**src/rtl/cacheline_arbiter_pkg.sv**
```systemverilog
// Shared types and constants for the cacheline arbiter between the I-cache,
// the D-cache and the single physical-memory port.
package cacheline_arbiter_pkg;

  localparam int unsigned LINE_WIDTH  = 256;
  localparam int unsigned ADDR_WIDTH  = 32;
  localparam int unsigned OFFSET_BITS = 5;
  localparam int unsigned WD_WIDTH    = 16;

  typedef enum logic [1:0] {
    IDLE,
    SERVE_I,
    SERVE_D
  } arb_state_t;

  typedef enum logic {
    GRANT_I,
    GRANT_D
  } grant_t;

  typedef enum logic {
    OP_READ,
    OP_WRITE
  } mem_op_t;

  // Transaction captured at grant; drives the memory port for the whole serve.
  typedef struct packed {
    mem_op_t                 op;
    logic [ADDR_WIDTH-1:0]   addr;
    logic [LINE_WIDTH-1:0]   data;
  } mem_req_t;

  function automatic logic [ADDR_WIDTH-1:0] line_align(input logic [ADDR_WIDTH-1:0] addr);
    return {addr[ADDR_WIDTH-1:OFFSET_BITS], {OFFSET_BITS{1'b0}}};
  endfunction

endpackage

```
**src/rtl/cacheline_arbiter_if.sv**
```systemverilog
// Bundle of cache request/response and physical-memory signals. The arbiter
// uses the slave view; the surrounding caches and memory use the master view.
interface cacheline_arbiter_if;
  import cacheline_arbiter_pkg::*;

  logic                  i_read;
  logic [ADDR_WIDTH-1:0] i_address;
  logic                  i_resp;
  logic [LINE_WIDTH-1:0] i_rdata;

  logic                  d_read;
  logic                  d_write;
  logic [ADDR_WIDTH-1:0] d_address;
  logic [LINE_WIDTH-1:0] d_wdata;
  logic                  d_resp;
  logic [LINE_WIDTH-1:0] d_rdata;

  logic                  pmem_read;
  logic                  pmem_write;
  logic [ADDR_WIDTH-1:0] pmem_address;
  logic [LINE_WIDTH-1:0] pmem_wdata;
  logic                  pmem_resp;
  logic [LINE_WIDTH-1:0] pmem_rdata;

  logic                  timeout;

  modport slave (
    input  i_read, i_address, d_read, d_write, d_address, d_wdata,
           pmem_resp, pmem_rdata,
    output i_resp, i_rdata, d_resp, d_rdata,
           pmem_read, pmem_write, pmem_address, pmem_wdata, timeout
  );

  modport master (
    output i_read, i_address, d_read, d_write, d_address, d_wdata,
           pmem_resp, pmem_rdata,
    input  i_resp, i_rdata, d_resp, d_rdata,
           pmem_read, pmem_write, pmem_address, pmem_wdata, timeout
  );

endinterface

```
**src/rtl/cacheline_arbiter_rr_arbiter2.sv**
```systemverilog
// Two-way round-robin arbiter: on a tie the requester that did not win last
// time is granted. Grant is one-hot {D, I} and purely combinational.
module rr_arbiter2
  import cacheline_arbiter_pkg::*;
(
  input  logic       req_icache_i,
  input  logic       req_dcache_i,
  input  grant_t     last_grant_i,
  output logic [1:0] grant_c_o
);

  always_comb begin
    grant_c_o = 2'b00;
    if (req_icache_i && req_dcache_i) begin
      grant_c_o = (last_grant_i == GRANT_D) ? 2'b01 : 2'b10;
    end else if (req_icache_i) begin
      grant_c_o = 2'b01;
    end else if (req_dcache_i) begin
      grant_c_o = 2'b10;
    end
  end

endmodule

```
**src/rtl/cacheline_arbiter.sv**
```systemverilog
// Shares one cacheline memory port between the I-cache and D-cache: one
// transaction at a time, round-robin on ties, sticky watchdog on hung memory.
module cacheline_arbiter
  import cacheline_arbiter_pkg::*;
#(
  parameter int unsigned TIMEOUT_CYCLES = 1024
) (
  input  logic              clk,
  input  logic              rst,
  cacheline_arbiter_if.slave arb
);

  localparam logic [WD_WIDTH-1:0] WD_LIMIT = WD_WIDTH'(TIMEOUT_CYCLES - 1);
  localparam logic [WD_WIDTH-1:0] WD_MAX   = {WD_WIDTH{1'b1}};

  arb_state_t          state_q, state_d;
  grant_t              last_grant_q, last_grant_d;
  mem_req_t            req_q, req_d;
  logic                rd_q, rd_d;
  logic                wr_q, wr_d;
  logic [WD_WIDTH-1:0] wd_q, wd_d;
  logic                timeout_q, timeout_d;
  logic [1:0]          grant_c;
  logic                i_resp_c, d_resp_c;

  rr_arbiter2 u_rr (
    .req_icache_i (arb.i_read),
    .req_dcache_i (arb.d_read | arb.d_write),
    .last_grant_i (last_grant_q),
    .grant_c_o    (grant_c)
  );

  always_ff @(posedge clk or posedge rst) begin
    if (rst) begin
      state_q      <= IDLE;
      last_grant_q <= GRANT_D;
      req_q        <= '0;
      rd_q         <= 1'b0;
      wr_q         <= 1'b0;
      wd_q         <= '0;
      timeout_q    <= 1'b0;
    end else begin
      state_q      <= state_d;
      last_grant_q <= last_grant_d;
      req_q        <= req_d;
      rd_q         <= rd_d;
      wr_q         <= wr_d;
      wd_q         <= wd_d;
      timeout_q    <= timeout_d;
    end
  end

  always_comb begin
    state_d      = state_q;
    last_grant_d = last_grant_q;
    req_d        = req_q;
    rd_d         = rd_q;
    wr_d         = wr_q;
    wd_d         = wd_q;
    timeout_d    = timeout_q;
    i_resp_c     = 1'b0;
    d_resp_c     = 1'b0;

    unique case (state_q)
      IDLE: begin
        if (grant_c[0]) begin
          state_d      = SERVE_I;
          last_grant_d = GRANT_I;
          req_d.op     = OP_READ;
          req_d.addr   = line_align(arb.i_address);
          rd_d         = 1'b1;
          wr_d         = 1'b0;
          wd_d         = '0;
        end else if (grant_c[1]) begin
          // A write-back wins over a simultaneous (illegal) read request.
          state_d      = SERVE_D;
          last_grant_d = GRANT_D;
          req_d.op     = arb.d_write ? OP_WRITE : OP_READ;
          req_d.addr   = line_align(arb.d_address);
          req_d.data   = arb.d_wdata;
          rd_d         = ~arb.d_write;
          wr_d         = arb.d_write;
          wd_d         = '0;
        end
      end

      SERVE_I, SERVE_D: begin
        if (arb.pmem_resp) begin
          i_resp_c = (state_q == SERVE_I);
          d_resp_c = (state_q == SERVE_D);
          state_d  = IDLE;
          rd_d     = 1'b0;
          wr_d     = 1'b0;
        end else begin
          rd_d = (req_q.op == OP_READ);
          wr_d = (req_q.op == OP_WRITE);
          if (wd_q >= WD_LIMIT) begin
            timeout_d = 1'b1;
          end
          if (wd_q != WD_MAX) begin
            wd_d = wd_q + WD_WIDTH'(1);
          end
        end
      end

      default: begin
        state_d = IDLE;
        rd_d    = 1'b0;
        wr_d    = 1'b0;
      end
    endcase
  end

  assign arb.pmem_read    = rd_q;
  assign arb.pmem_write   = wr_q;
  assign arb.pmem_address = req_q.addr;
  assign arb.pmem_wdata   = req_q.data;
  assign arb.timeout      = timeout_q;
  assign arb.i_resp       = i_resp_c;
  assign arb.d_resp       = d_resp_c;
  assign arb.i_rdata      = arb.pmem_rdata;
  assign arb.d_rdata      = arb.pmem_rdata;

  // Protocol violations by the caches or memory; simulation-only checks.
  a_no_dread_dwrite: assert property (@(posedge clk) disable iff (rst)
    !(arb.d_read && arb.d_write));
  a_no_resp_in_idle: assert property (@(posedge clk) disable iff (rst)
    !((state_q == IDLE) && arb.pmem_resp));

endmodule
```
**src/flat_wrapper.sv**
```systemverilog
// flat-port wrapper written by rule: the top's interface ports become plain ports
module cacheline_arbiter_flat import cacheline_arbiter_pkg::*;
#(
  parameter int unsigned TIMEOUT_CYCLES = 1024
)
  (clk, rst, arb_i_read, arb_i_address, arb_d_read, arb_d_write, arb_d_address, arb_d_wdata, arb_pmem_resp, arb_pmem_rdata, arb_i_resp, arb_i_rdata, arb_d_resp, arb_d_rdata, arb_pmem_read, arb_pmem_write, arb_pmem_address, arb_pmem_wdata, arb_timeout);
  cacheline_arbiter_if arb_i ();
  input  logic clk;
  input  logic rst;
  input wire logic [$bits(arb_i.i_read)-1:0] arb_i_read;
  input wire logic [$bits(arb_i.i_address)-1:0] arb_i_address;
  input wire logic [$bits(arb_i.d_read)-1:0] arb_d_read;
  input wire logic [$bits(arb_i.d_write)-1:0] arb_d_write;
  input wire logic [$bits(arb_i.d_address)-1:0] arb_d_address;
  input wire logic [$bits(arb_i.d_wdata)-1:0] arb_d_wdata;
  input wire logic [$bits(arb_i.pmem_resp)-1:0] arb_pmem_resp;
  input wire logic [$bits(arb_i.pmem_rdata)-1:0] arb_pmem_rdata;
  output wire logic [$bits(arb_i.i_resp)-1:0] arb_i_resp;
  output wire logic [$bits(arb_i.i_rdata)-1:0] arb_i_rdata;
  output wire logic [$bits(arb_i.d_resp)-1:0] arb_d_resp;
  output wire logic [$bits(arb_i.d_rdata)-1:0] arb_d_rdata;
  output wire logic [$bits(arb_i.pmem_read)-1:0] arb_pmem_read;
  output wire logic [$bits(arb_i.pmem_write)-1:0] arb_pmem_write;
  output wire logic [$bits(arb_i.pmem_address)-1:0] arb_pmem_address;
  output wire logic [$bits(arb_i.pmem_wdata)-1:0] arb_pmem_wdata;
  output wire logic [$bits(arb_i.timeout)-1:0] arb_timeout;
  assign arb_i.i_read = arb_i_read;
  assign arb_i.i_address = arb_i_address;
  assign arb_i.d_read = arb_d_read;
  assign arb_i.d_write = arb_d_write;
  assign arb_i.d_address = arb_d_address;
  assign arb_i.d_wdata = arb_d_wdata;
  assign arb_i.pmem_resp = arb_pmem_resp;
  assign arb_i.pmem_rdata = arb_pmem_rdata;
  assign arb_i_resp = arb_i.i_resp;
  assign arb_i_rdata = arb_i.i_rdata;
  assign arb_d_resp = arb_i.d_resp;
  assign arb_d_rdata = arb_i.d_rdata;
  assign arb_pmem_read = arb_i.pmem_read;
  assign arb_pmem_write = arb_i.pmem_write;
  assign arb_pmem_address = arb_i.pmem_address;
  assign arb_pmem_wdata = arb_i.pmem_wdata;
  assign arb_timeout = arb_i.timeout;
  cacheline_arbiter #(.TIMEOUT_CYCLES(TIMEOUT_CYCLES)) u_core (.clk(clk), .rst(rst), .arb(arb_i));
endmodule
```
**config.mk**
```make
export PLATFORM = sky130hd
export DESIGN_NAME = cacheline_arbiter_flat
export DESIGN_NICKNAME = d
export VERILOG_FILES = /design/src/rtl/cacheline_arbiter_pkg.sv /design/src/rtl/cacheline_arbiter_if.sv /design/src/rtl/cacheline_arbiter_rr_arbiter2.sv /design/src/rtl/cacheline_arbiter.sv /design/src/flat_wrapper.sv
export SDC_FILE = /design/constraint.sdc
export NUM_CORES = 1
export LEC_CHECK = 0
export ABC_AREA = 0
export BUFFER_PORTS_ARGS = -buffer_cell sky130_fd_sc_hd__buf_2
export CAP_MARGIN = 20
export CORE_AREA = 3 3 547 549
export CTS_CLUSTER_DIAMETER = 120
export CTS_CLUSTER_SIZE = 8
export DETAILED_ROUTE_END_ITERATION = 6
export DIE_AREA = 0 0 550 552
export PLACE_DENSITY = 0.3
export SLEW_MARGIN = 20
export SYNTH_ARGS = -nofsm -noshare
export SYNTH_HDL_FRONTEND = slang
export SYNTH_SLANG_ARGS = --single-unit
```
**constraint.sdc**
```tcl
create_clock -name clk -period 11.2 [get_ports clk]
set_input_delay 0 -clock clk [delete_from_list [all_inputs] [get_ports clk]]
set_output_delay 0 -clock clk [all_outputs]
set_load 0.005 [all_outputs]
```
-- Yosys cells after proc, flatten, opt, wreduce, memory -nomap -nowiden
Index checks and enable logic that the tools add are counted.
- $add $sub $neg: 1
- order comparisons: 1
- eq/ne operators: 7
- mux-type cells: 30
- bitwise operators: 5
- reduce and logical (&&, ||, !) cells: 10
- operators by type and width (cell ; count):
    $mux W289 ; 1
    $mux W16 ; 4
    $mux W33 ; 1
    $pmux W16 S2 ; 1
    $add A16 B1 Y16 const B ; 1
    $ge A16 B10 Y1 const B ; 1
    $ne A16 B16 Y1 const B ; 1
    $mux W2 ; 7
    $mux W1 ; 13
    $reduce_and A3 Y1 ; 2
    $ne A2 B2 Y1 const B ; 2
    $not A1 Y1 ; 4
    $pmux W1 S2 ; 2
    $pmux W2 S2 ; 1
    $reduce_and A2 Y1 ; 2
    $reduce_and A4 Y1 ; 1
    $reduce_bool A2 Y1 ; 2
    $ne A3 B1 Y1 const B ; 1
    $eq A2 B1 Y1 const B ; 1
    $eq A2 B2 Y1 const B ; 1
    $logic_not A2 Y1 ; 1
    $ne A2 B1 Y1 const B ; 1
    $reduce_or A2 Y1 ; 1
    $logic_and A1 B1 Y1 ; 1
    $or A1 B1 Y1 ; 1
- register bits: 311
- input bits: 582
- output and inout port bits: 805
- word-level logic and storage cells: 63

-- Longest topological paths before layout
Gate-level depths: netlist (run 1).
- depth in word-level cells: 7
- mapped depth: 8

-- Modules after synthesis
A second synthesis (run 1) with hierarchy kept.
- cells, all modules: 1664
- area total of the unflattened synthesis: 18311.3 sq um
- by module, submodules not included (module ; instances ; cells an instance ; area each (sq um) ; sequential area each (sq um)):
    cacheline_arbiter ; 1 ; 1661 ; 18292.5 ; 7658.6
    rr_arbiter2 ; 1 ; 3 ; 18.8 ; 0.0

-- Worst setup path before layout (run 1)
Ideal clock, no wire load.
- path kind: register to register
- start point: reg u_core.state_q[0]
- end point: reg u_core.wd_q[9]
- setup time: 80 ps
- arrival: 1813 ps
- data required time: 11120 ps
- path slack: 9307 ps
- stages on the path, launching flop included: 8
- period minus slack after synthesis: 1893 ps
- path through: dfrtp_1 -> inv_1 -> ha_1 -> buf_6 -> nor4b_4 -> a211o_1 -> or4_1 -> o211ai_2
- longest elaborated chain between the ends: 4
- RTL lines (item ; RTL line ; text):
    from (decl) ; cacheline_arbiter.sv:16 ; arb_state_t state_q, state_d;
    from (signal assigned) ; cacheline_arbiter.sv:43 ; state_q <= state_d;
    $eq A2 B2 Y1 or $eq A2 B1 Y1 (tied branches) ; cacheline_arbiter.sv:64 ; unique case (state_q)
    $reduce_or A2 Y1 ; cacheline_arbiter.sv:64 ;
    $ne A2 B1 Y1 (no line) (tied with other cells) ; n/a ;
    $reduce_and A4 Y1 (no line) ; n/a ;
    to (signal assigned) ; cacheline_arbiter.sv:48 ; wd_q <= wd_d;
    to (decl) ; cacheline_arbiter.sv:21 ; logic [WD_WIDTH-1:0] wd_q, wd_d;
Parallel ways exist; a longest one is shown, timed or not.
A chain may end at the register's enable or synchronous reset.

-- Worst setup path after layout (run 1)
- start point: reg u_core.state_q[0]
- end point: reg u_core.req_q (netlist bit u_core.arb.pmem_wdata[74])
- longest elaborated chain between the ends: 2
- RTL lines (item ; RTL line ; text):
    $logic_not A2 Y1 ; cacheline_arbiter.sv:64 ;
    $reduce_and A3 Y1 (no line) ; n/a ;
    to (signal assigned) ; cacheline_arbiter.sv:45 ; req_q <= req_d;
    to (decl) ; cacheline_arbiter.sv:18 ; mem_req_t req_q, req_d;
Every way passes these cells.

==> flow_metrics.tcl, run 1 <==
set metrics [dict create \
    synth_top_flop_cell "dfrtp_1" \
    portBuffers 603 \
    maxCapViolations 0 \
    htree_levels 2 \
    initial_utilization_pct 6.185 \
    avgRoutedWirePerCell_um 21.75 \
    ys_seq_elements 306 \
    synth_cells 1628 \
    critPathLaunchType "register" \
    vias 12110 \
    min_period_over_period_pct 31.67 \
    cpPeakStageDelay_ns 0.81 \
    cts_made_buffers 49 \
    p_seq_share_pct 31.1 \
    place_hpwl_um 107500 \
    run_status "completed" \
    synth_area_leader_cell "dfrtp_1" \
    drtIter0Drc 494 \
    ys_warn_count 0 \
    clkSinkCount 306 \
    grt_max_degree 120 \
    fp.dieW_um 550 \
    p_comb_share_pct 45.4 \
    overflow 0 \
    die_h_um 552 \
    cp_max_fo 109 \
    cts.clk_slew.worst_paths_ns 0.05 \
    rows 199 \
    hold_viol 0 \
    nNetsFinal 2407 \
    drt_pass1_iterations 4 \
    cts_root_buffer "clkbuf_16" \
    yosysSeqAreaShare_pct 42.07 \
    crit_buf_inv 3 \
    postRouteAntennaNets 0 \
    intPower_uw 3586 \
    clkPwrFrac_pct 23.5 \
    layout_commonest_cell "buf_2" \
    yosysTopAreaCellShare_pct 41.93 \
    finClkSkew_ns 0.04098 \
    setup.worst_path.end_class "register" \
    grt_antenna_before_repair 110 \
    switching_share_pct 42.16 \
    worstPathCellList "inv_1 > ha_1 > nand2_4 > buf_12 > buf_4 > mux2_1" \
    setup_violations 0 \
    slowest_stage "buf_4" \
    synth_area_leaders "dfrtp_1 (42%), buf_4 (33%), mux2_1 (14%)" \
    layout-drive-gt1-share_pct 39.46 \
    vdd_ir_drop_max_mv 0.1407 \
    p_per_area_nw_per_um2 246.1 \
    syn_area_um2 18200 \
    final_cell_mix "buf_2 (603), dlygate4sd3_1 (374), dfrtp_1 (305), mux2_1 (229), clkbuf_16 (49)" \
    fin_tns_setup_ns 0 \
    core_area_um2 294300 \
    synth_edf_count 0 \
    grt.total_usage_pct 7.904 \
    switchingPower_uw 2614 \
    die_area_um2 303600 \
    tightest_slew_ns 0.9646 \
    rsz0062_at_grt "false" \
    max-clock-path-buffers 3 \
    worstSkewPairLatency_ns 0.67 \
    area_growth_pct 38.37 \
    arrival_ns 4.07 \
    crit_family "buffers and inverters" \
    gp_congestion 0.7084 \
    async_flop_share_pct 100.0 \
    p_leak_uw 0.009940 \
    synth.avg_cell_area_um2 11.18 \
    pin_count 1387 \
    routed_wirelength_um 125400 \
    timing.fmax_ghz 0.2819 \
    path_class "register to register" \
    max-slew-margin-rel_pct 35.57 \
    grt_pass1_vias 12830 \
    grt_pass1_wl_um 151400 \
    min_period_ns 3.548 \
    power.total_uw 6200 \
    cp.required_ns 11.72 \
    cts_tree "yes" \
    min_path_type "primary input to output port" \
    drt-vias-per-instance 2.101 \
    slew_viol_final 0 \
    drc 0 \
    ys_types 56 \
]
-- worst paths after layout --
check / startpoint / to / slack [ns] / cells past startpoint
hold reg to reg: u_core.arb.timeout / u_core.arb.timeout / 0.47 / 1
setup reg to reg: u_core.state_q[0] / u_core.arb.pmem_wdata[74] / 7.65 / 6
hold / removal: arb_pmem_rdata[212] / arb_i_rdata[212] / 0.000002 / 0
max in group asynchronous: rst / u_core.arb.pmem_wdata[128] / 8.32 / 6
setup / recovery: u_core.state_q[0] / u_core.arb.pmem_wdata[74] / 7.65 / 6
min in group asynchronous: rst / u_core.wd_q[4] / 0.63 / 4
-- flip-flops by register name, indices dropped and copies added (netlist names) --
register and count:
u_core.state_q 2, u_core.arb.pmem_address 27, u_core.arb.pmem_wdata 256, u_core.arb.pmem_write 1, u_core.arb.timeout 1, u_core.wd_q 16
u_core.last_grant_q 1, u_core.req_q 1, u_core.arb.pmem_read 1
-- final cells by class --
| type | instances | area, um^2 |
|---|---|---|
| clock buffers | 53 | 1251 |
| fillers | 34160 | 269100 |
| repair buffers | 988 | 6869 |
| inverters | 11 | 48.80 |
| multi-input cells | 464 | 4263 |
| clock inverters | 13 | 170.2 |
| diodes | 10 | 25.02 |
| flip-flops and latches | 306 | 7659 |
| well taps | 3919 | 4903 |
-- per-stage QoR --
| step | area, um^2 | cells | utilization, % | hold WS, ns | setup slack, ns |
|---|---|---|---|---|---|
| 3_5_place_dp | 19990 | 5314 | 6.792 | 0.00005067 | 7.643 |
| 5_1_grt | 25170 | 5755 | 8.551 | 0.00001068 | 7.429 |
| 3_3_place_gp | 19990 | 5314 | 6.792 | 0.00005067 | 7.679 |
| 6_report | 25190 | 5764 | 8.559 | 0.000002485 | 7.652 |
| 2_1_floorplan | 18220 | 1632 | - | 0.08082 | 2.742 |
| 4_1_cts | 25160 | 5754 | 8.547 | 0.00005067 | 7.648 |
-- power by group through the flow --
| stage | Combinational [uW] | Clock, uW | Sequential [uW] |
|---|---|---|---|
| 6_report | 2820 | 1460 | 1930 |
| 5_1_grt | 3240 | 1600 | 2000 |
| 4_1_cts | 2990 | 1570 | 1940 |
| 3_5_place_dp | 2750 | 0 | 1950 |
| 3_3_place_gp | 2750 | 0 | 1940 |
| 2_1_floorplan | 1910 | 0 | 1870 |
-- worst register-to-register path, delay by kind of cell (launching register included) --
kind          cells  cell delay [ns]
simple gates      1             0.50
fa+ha+maj         1             0.37
buf+inv           3             1.67
mux               1             0.48
flops             1             0.40
-- cell usage after synthesis (2+ instances only) --
library cell / instances
or3_1: 2
or4_1: 4
o211ai_2: 2
and2_1: 4
buf_6: 5
and4_1: 2
o211ai_1: 2
buf_2: 27
o21ai_0: 33
a21o_1: 2
a31oi_1: 2
nand4_1: 7
nand3_1: 10
buf_4: 809
nor2_1: 5
mux2_2: 27
o31ai_1: 4
nand2b_1: 4
inv_1: 11
mux2_1: 229
a22o_1: 3
clkbuf_1: 8
nor4_2: 2
a211o_1: 2
dfrtp_1: 305
a22oi_1: 27
a32o_1: 3
nand2_1: 48
o221ai_1: 3
a21oi_1: 5
ha_1: 5
or4_4: 2
-- cell families after synthesis --
kind of cell / after synthesis / synth area share (%)
compound gates: 98 / 3.794
fa+ha+maj: 5 / 0.3437
buf+inv: 862 / 34.85
flops: 306 / 42.07
mux: 256 / 15.84
other cells: 1 / 0.02060
simple gates: 100 / 3.079
-- per-layer routing --
layer  up-vias  wire [um]  global-route usage, %
met5         -        553                  1.330
met4        10       4918                  2.395
met3       381      31540                  8.956
met2      1181      49610                  11.43
met1      5553      38740                  7.004
li1       4983          -                      -
-- timing repair --
| action | CTS | global route |
|---|---|---|
| setup endpoints to repair | 0 | 0 |
| setup buffers | 0 | 0 |
| endpoints found under the hold margin | 385 | 0 |
| hold buffers | 374 | 0 |
| gates resized for setup | 0 | 0 |
Power figures use the tool's default switching activity.
==> run 2, diff against run 1 <==
Settings changed: CORE_AREA 3 3 547 549 to 3 3 543 545, DIE_AREA 0 0 550 552 to 0 0 546 548.
Clock period 11.2 ns to 2.9 ns, I/O delays scaled along.
==> flow_metrics.tcl, run 2 (same netlist as run 1, synthesis figures left out) <==
set metrics [dict create \
    run_status "completed" \
    postRouteAntennaNets 0 \
    grt_antenna_before_repair 91 \
    wl_met2_um 53090 \
    avgRoutedWirePerCell_um 21.65 \
    final_area_um2 24750 \
    finClkSkew_ns 0.04873 \
    gp_congestion 0.7708 \
    path_class "register to register" \
    vdd_ir_drop_max_mv 0.6653 \
    cp.required_ns 3.45 \
    area_growth_pct 35.97 \
    n_fill_cell 33740 \
    nNetsFinal 2365 \
    timing.fmax_ghz 0.3823 \
    max-clock-path-buffers 3 \
    regArea_um2 7659 \
    arrival_ns 3.17 \
    die_h_um 548 \
    r2r-end "u_core.arb.pmem_write" \
    min_path_type "primary input to output port" \
    initial_utilization_pct 6.264 \
    drc 0 \
    cp_max_fo 9 \
    wl_met1_um 39400 \
    hold_end "arb_d_rdata[228]" \
    holdWs_ns 0.000002485 \
    pin_count 1387 \
    grt.total_usage_pct 7.921 \
    setup_violations 0 \
    rows 198 \
    layout-drive-gt1-share_pct 40.56 \
    core_area_um2 290600 \
    drtIter0Drc 365 \
    finalWorstSetupSlack_ns 0.2840 \
    grt_max_degree 116 \
    worstSkewPairLatency_ns 0.66 \
    p_per_area_nw_per_um2 944.1 \
    r2r_slack_ns 0.28 \
    cts_root_buffer "clkbuf_16" \
    routed_wirelength_um 123400 \
    r2r-start "u_core.state_q[1]" \
    maxCapViolations 0 \
    grt_pass1_vias 12670 \
    place_area_um2 20100 \
    portBuffers 603 \
    cts_made_buffers 47 \
    whs_path_depth 0 \
    p_leak_uw 0.009725 \
    cts_tree "yes" \
    min_period_over_period_pct 90.21 \
    min_period_ns 2.616 \
    slew_viol_final 0 \
    hold_viol 0 \
    drt_pass1_iterations 4 \
    dr.max_layer_used "met5" \
    vias 11840 \
    layout_commonest_cell "buf_2" \
    place_hpwl_um 106500 \
    reg2regPathDepth 8 \
    drt-vias-per-instance 2.077 \
    fp.dieW_um 546 \
    power.total_uw 23370 \
    htree_levels 2 \
    max-slew-margin-rel_pct 36.06 \
    critPathLaunchType "register" \
    die_area_um2 299200 \
    largest_reg_flops 256 \
    min_from "arb_pmem_rdata[228]" \
    cts.clk_slew.worst_paths_ns 0.06 \
    clkSinkCount 306 \
    dp_slack_ns 0.5392 \
    setup.worst_path.end_class "register" \
    rsz0062_at_grt "false" \
    final_cell_mix "buf_2 (603), dlygate4sd3_1 (326), dfrtp_1 (305), mux2_1 (229), clkbuf_16 (48)" \
    wl_met3_um 26670 \
    multi_input_area_um2 4250 \
    overflow 0 \
    grt_pass1_wl_um 150400 \
    tightest_slew_ns 0.9591 \
]
==> run 2: changes by cell type in the layout (fill, tap and decap cells not counted), sizes merged <==
| cell | before | now |
|---|---|---|
| inv | 13 | 10 |
| clkinvlp | 0 | 2 |
| clkinv | 9 | 5 |
| dlygate4sd3 | 374 | 326 |
| bufinv | 2 | 1 |
| clkbuf | 53 | 54 |
| buf | 614 | 622 |
==> run 2: through the flow <==
stage                     setup TNS [ns]  utilization, %  instances
after global routing                   0           8.509       5690
after CTS                              0           8.508       5690
after floorplan                  -356.97               -       1632
after global placement                 0           6.918       5303
final                                  0           8.517       5700
after detailed placement               0           6.918       5303
==> run 2: report_power, final <==
part | switching (uW) | internal (uW)
sequential | 1040 | 6400
clock | 2340 | 3100
combinational | 6480 | 4000
total | 9860 | 13500
==> run 2: worst max path at each step <==
stage | slack [ns] | end | from | depth (start not counted)
5_1_grt | 0.11 | u_core.arb.pmem_write | u_core.state_q[1] | 8
4_1_cts | 0.13 | u_core.arb.pmem_write | u_core.state_q[1] | 8
2_1_floorplan | -1.17 | u_core.arb.pmem_address[10] | rst | 1
3_3_place_gp | 0.55 | u_core.wd_q[13] | u_core.state_q[1] | 6
3_5_place_dp | 0.54 | u_core.wd_q[13] | u_core.state_q[0] | 6
6_report | 0.28 | u_core.arb.pmem_write | u_core.state_q[1] | 8
==> run 2: cell type report <==
class / instances / area share [%]
clock buffer: 54 / 5.065
multi-input combinational: 464 / 17.17
inverter: 11 / 0.1820
tap: 3900 / 19.71
sequential: 306 / 30.94
timing repair buffer: 948 / 26.41
clock inverter: 7 / 0.4145
antenna: 10 / 0.1011
==> run 2: critical path, cell delays in order (launching register included) <==
cell           delay [ns]
dfrtp_1              0.41
inv_1                0.10
ha_2                 0.33
nor4b_4              0.28
dlygate4sd3_1        0.59
buf_4                0.14
nand2_1              0.05
o31ai_1              0.06
dlygate4sd3_1        0.59
==> run 2: per-layer routing <==
metal | GRT usage [%] | vias up
met3 | 7.979 | 348
met1 | 7.207 | 5424
li1 | - | 4879
met5 | 0.4274 | -
met4 | 2.065 | 6
met2 | 12.24 | 1180
==> run 2: what timing repair did <==
item | 4_1_cts | 5_1_grt
resized for setup | 0 | 1
setup buffers | 0 | 0
setup endpoints to repair | 0 | 1
hold buffers | 326 | 0
endpoints found under the hold margin | 317 | 0
==> run 3, diff against run 2 <==
Settings changed: PLACE_DENSITY 0.3 to default, PLACE_DENSITY_LB_ADDON from default to 0.12.
==> flow_metrics.tcl, run 3 (same netlist as run 1, synthesis figures left out) <==
set metrics [dict create \
    final_cell_mix "buf_2 (603), dlygate4sd3_1 (358), dfrtp_1 (305), mux2_1 (229), clkbuf_16 (49)" \
    setup.worst_path.end_class "register" \
    drc 0 \
    avgRoutedWirePerCell_um 19.78 \
    cts.clk_slew.worst_paths_ns 0.06 \
    gp_congestion 0.7578 \
    overflow 0 \
    hold_buffers 358 \
    layout-drive-gt1-share_pct 40.92 \
    setup_violations 0 \
    postRouteAntennaNets 0 \
    hold_viol 0 \
    r2r-start "u_core.last_grant_q" \
    place_hpwl_um 96140 \
    rows 198 \
    max-slew-margin-rel_pct 52.11 \
    cts_root_buffer "clkbuf_16" \
    clkPwrFrac_pct 23.8 \
    fp.dieW_um 546 \
    rsz0062_at_grt "false" \
    p_leak_uw 0.01003 \
    cp.required_ns 3.47 \
    grt_antenna_before_repair 23 \
    intPower_uw 13870 \
    clkSinkCount 306 \
    grt_pass1_wl_um 143600 \
    cp_max_fo 9 \
    r2r_slack_ns 0.22 \
    vias 11760 \
    power.total_uw 23350 \
    post_cts_buffers 0 \
    p_comb_share_pct 44.0 \
    max-clock-path-buffers 3 \
    drt_pass1_iterations 4 \
    tightest_slew_ns 0.7184 \
    htree_levels 2 \
    critPathLaunchType "register" \
    reg2regPathDepth 6 \
    timing.fmax_ghz 0.3733 \
    r2r-end "u_core.arb.pmem_address[30]" \
    n_fill_cell 33730 \
    vdd_ir_drop_max_mv 0.3673 \
    regArea_um2 7659 \
    die_h_um 548 \
    initial_utilization_pct 6.264 \
    grt.total_usage_pct 7.364 \
    switchingPower_uw 9481 \
    min_path_type "primary input to output port" \
    hold_end "arb_d_rdata[187]" \
    whs_path_depth 0 \
    area_growth_pct 39.29 \
    min_period_over_period_pct 92.36 \
    cts_made_buffers 48 \
    p_per_area_nw_per_um2 920.7 \
    nNetsFinal 2428 \
    grt_max_degree 100 \
    die_area_um2 299200 \
    min_from "arb_pmem_rdata[187]" \
    run_status "completed" \
    multi_input_area_um2 4249 \
    critPathLaunch "u_core.last_grant_q" \
    grt_pass1_vias 12780 \
    maxCapViolations 0 \
    routed_wirelength_um 113900 \
    worstSkewPairLatency_ns 0.66 \
    arrival_ns 3.25 \
    cts_tree "yes" \
    path_class "register to register" \
    slew_viol_final 0 \
    core_area_um2 290600 \
    switching_share_pct 40.61 \
    p_seq_share_pct 32.2 \
    cts_resized 0 \
    min_period_ns 2.678 \
    fin_tns_setup_ns 0 \
    drtIter0Drc 401 \
    largest_reg_flops 256 \
    finClkSkew_ns 0.02910 \
    holdWs_ns 0.000002549 \
    pin_count 1387 \
    portBuffers 603 \
    layout_commonest_cell "buf_2" \
    drt-vias-per-instance 2.040 \
]
## run 3: cell types whose count changed in the layout (fill, tap and decap cells not counted), sizes merged
cell         delta
clkbuf          +3
clkinvlp        +1
dlygate4sd3    +32
buf            +30
diode           -4
bufinv          -1
## run 3: how the worst max path moves through the flow
stage                             endpoint  cells past startpoint
2_1_floorplan  u_core.arb.pmem_address[10]                      1
3_3_place_gp               u_core.wd_q[13]                      6
3_5_place_dp               u_core.wd_q[13]                      6
4_1_cts        u_core.arb.pmem_address[23]                      6
5_1_grt        u_core.arb.pmem_address[23]                      6
6_report       u_core.arb.pmem_address[30]                      6
## run 3: layer usage
metal  up-vias  share of wire (%)  wire (um)  global-route usage, %
li1       5010                  -          -                      -
met5         -               0.18        204                 0.6173
met2      1050                 41      47080                  10.71
met4        10                2.3       2662                  1.741
met1      5496                 39      44350                  8.170
met3       189                 17      19630                  5.969
## run 3: power by group through the flow
stage                     Sequential, uW  Combinational [uW]  Clock [uW]
after global routing                7820               11700        6150
final                               7510               10300        5550
after floorplan                     7240                7380           0
after global placement              7620               10500           0
after CTS                           7590               11100        6080
after detailed placement            7660               10400           0
## run 3: worst max-delay path, stage by stage, from the launching register on
cell and delay [ns]:
dfstp_2 0.62, o21a_2 0.41, a22oi_1 0.11, dlygate4sd3_1 0.58, buf_4 0.16, o21ai_0 0.14, dlygate4sd3_1 0.56
## run 3: cell type report
cell class / count / area share [%]
Tap cell: 3900 / 19.24
Antenna cell: 6 / 0.05921
Multi-Input combinational cell: 464 / 16.76
Timing Repair Buffer: 1010 / 28.08
Inverter: 11 / 0.1776
Sequential cell: 306 / 30.20
Clock inverter: 7 / 0.3306
Clock buffer: 57 / 5.151
## run 3: stage by stage
step / area [um^2] / setup WS (ns) / std cells / utilization (%)
after global routing: 25350 / 0.04435 / 5757 / 8.722
after CTS: 25340 / 0.1431 / 5755 / 8.721
after floorplan: 18220 / -1.170 / 1632 / -
final: 25360 / 0.2215 / 5761 / 8.726
after detailed placement: 20370 / 0.4509 / 5333 / 7.009
after global placement: 20370 / 0.4943 / 5333 / 7.009
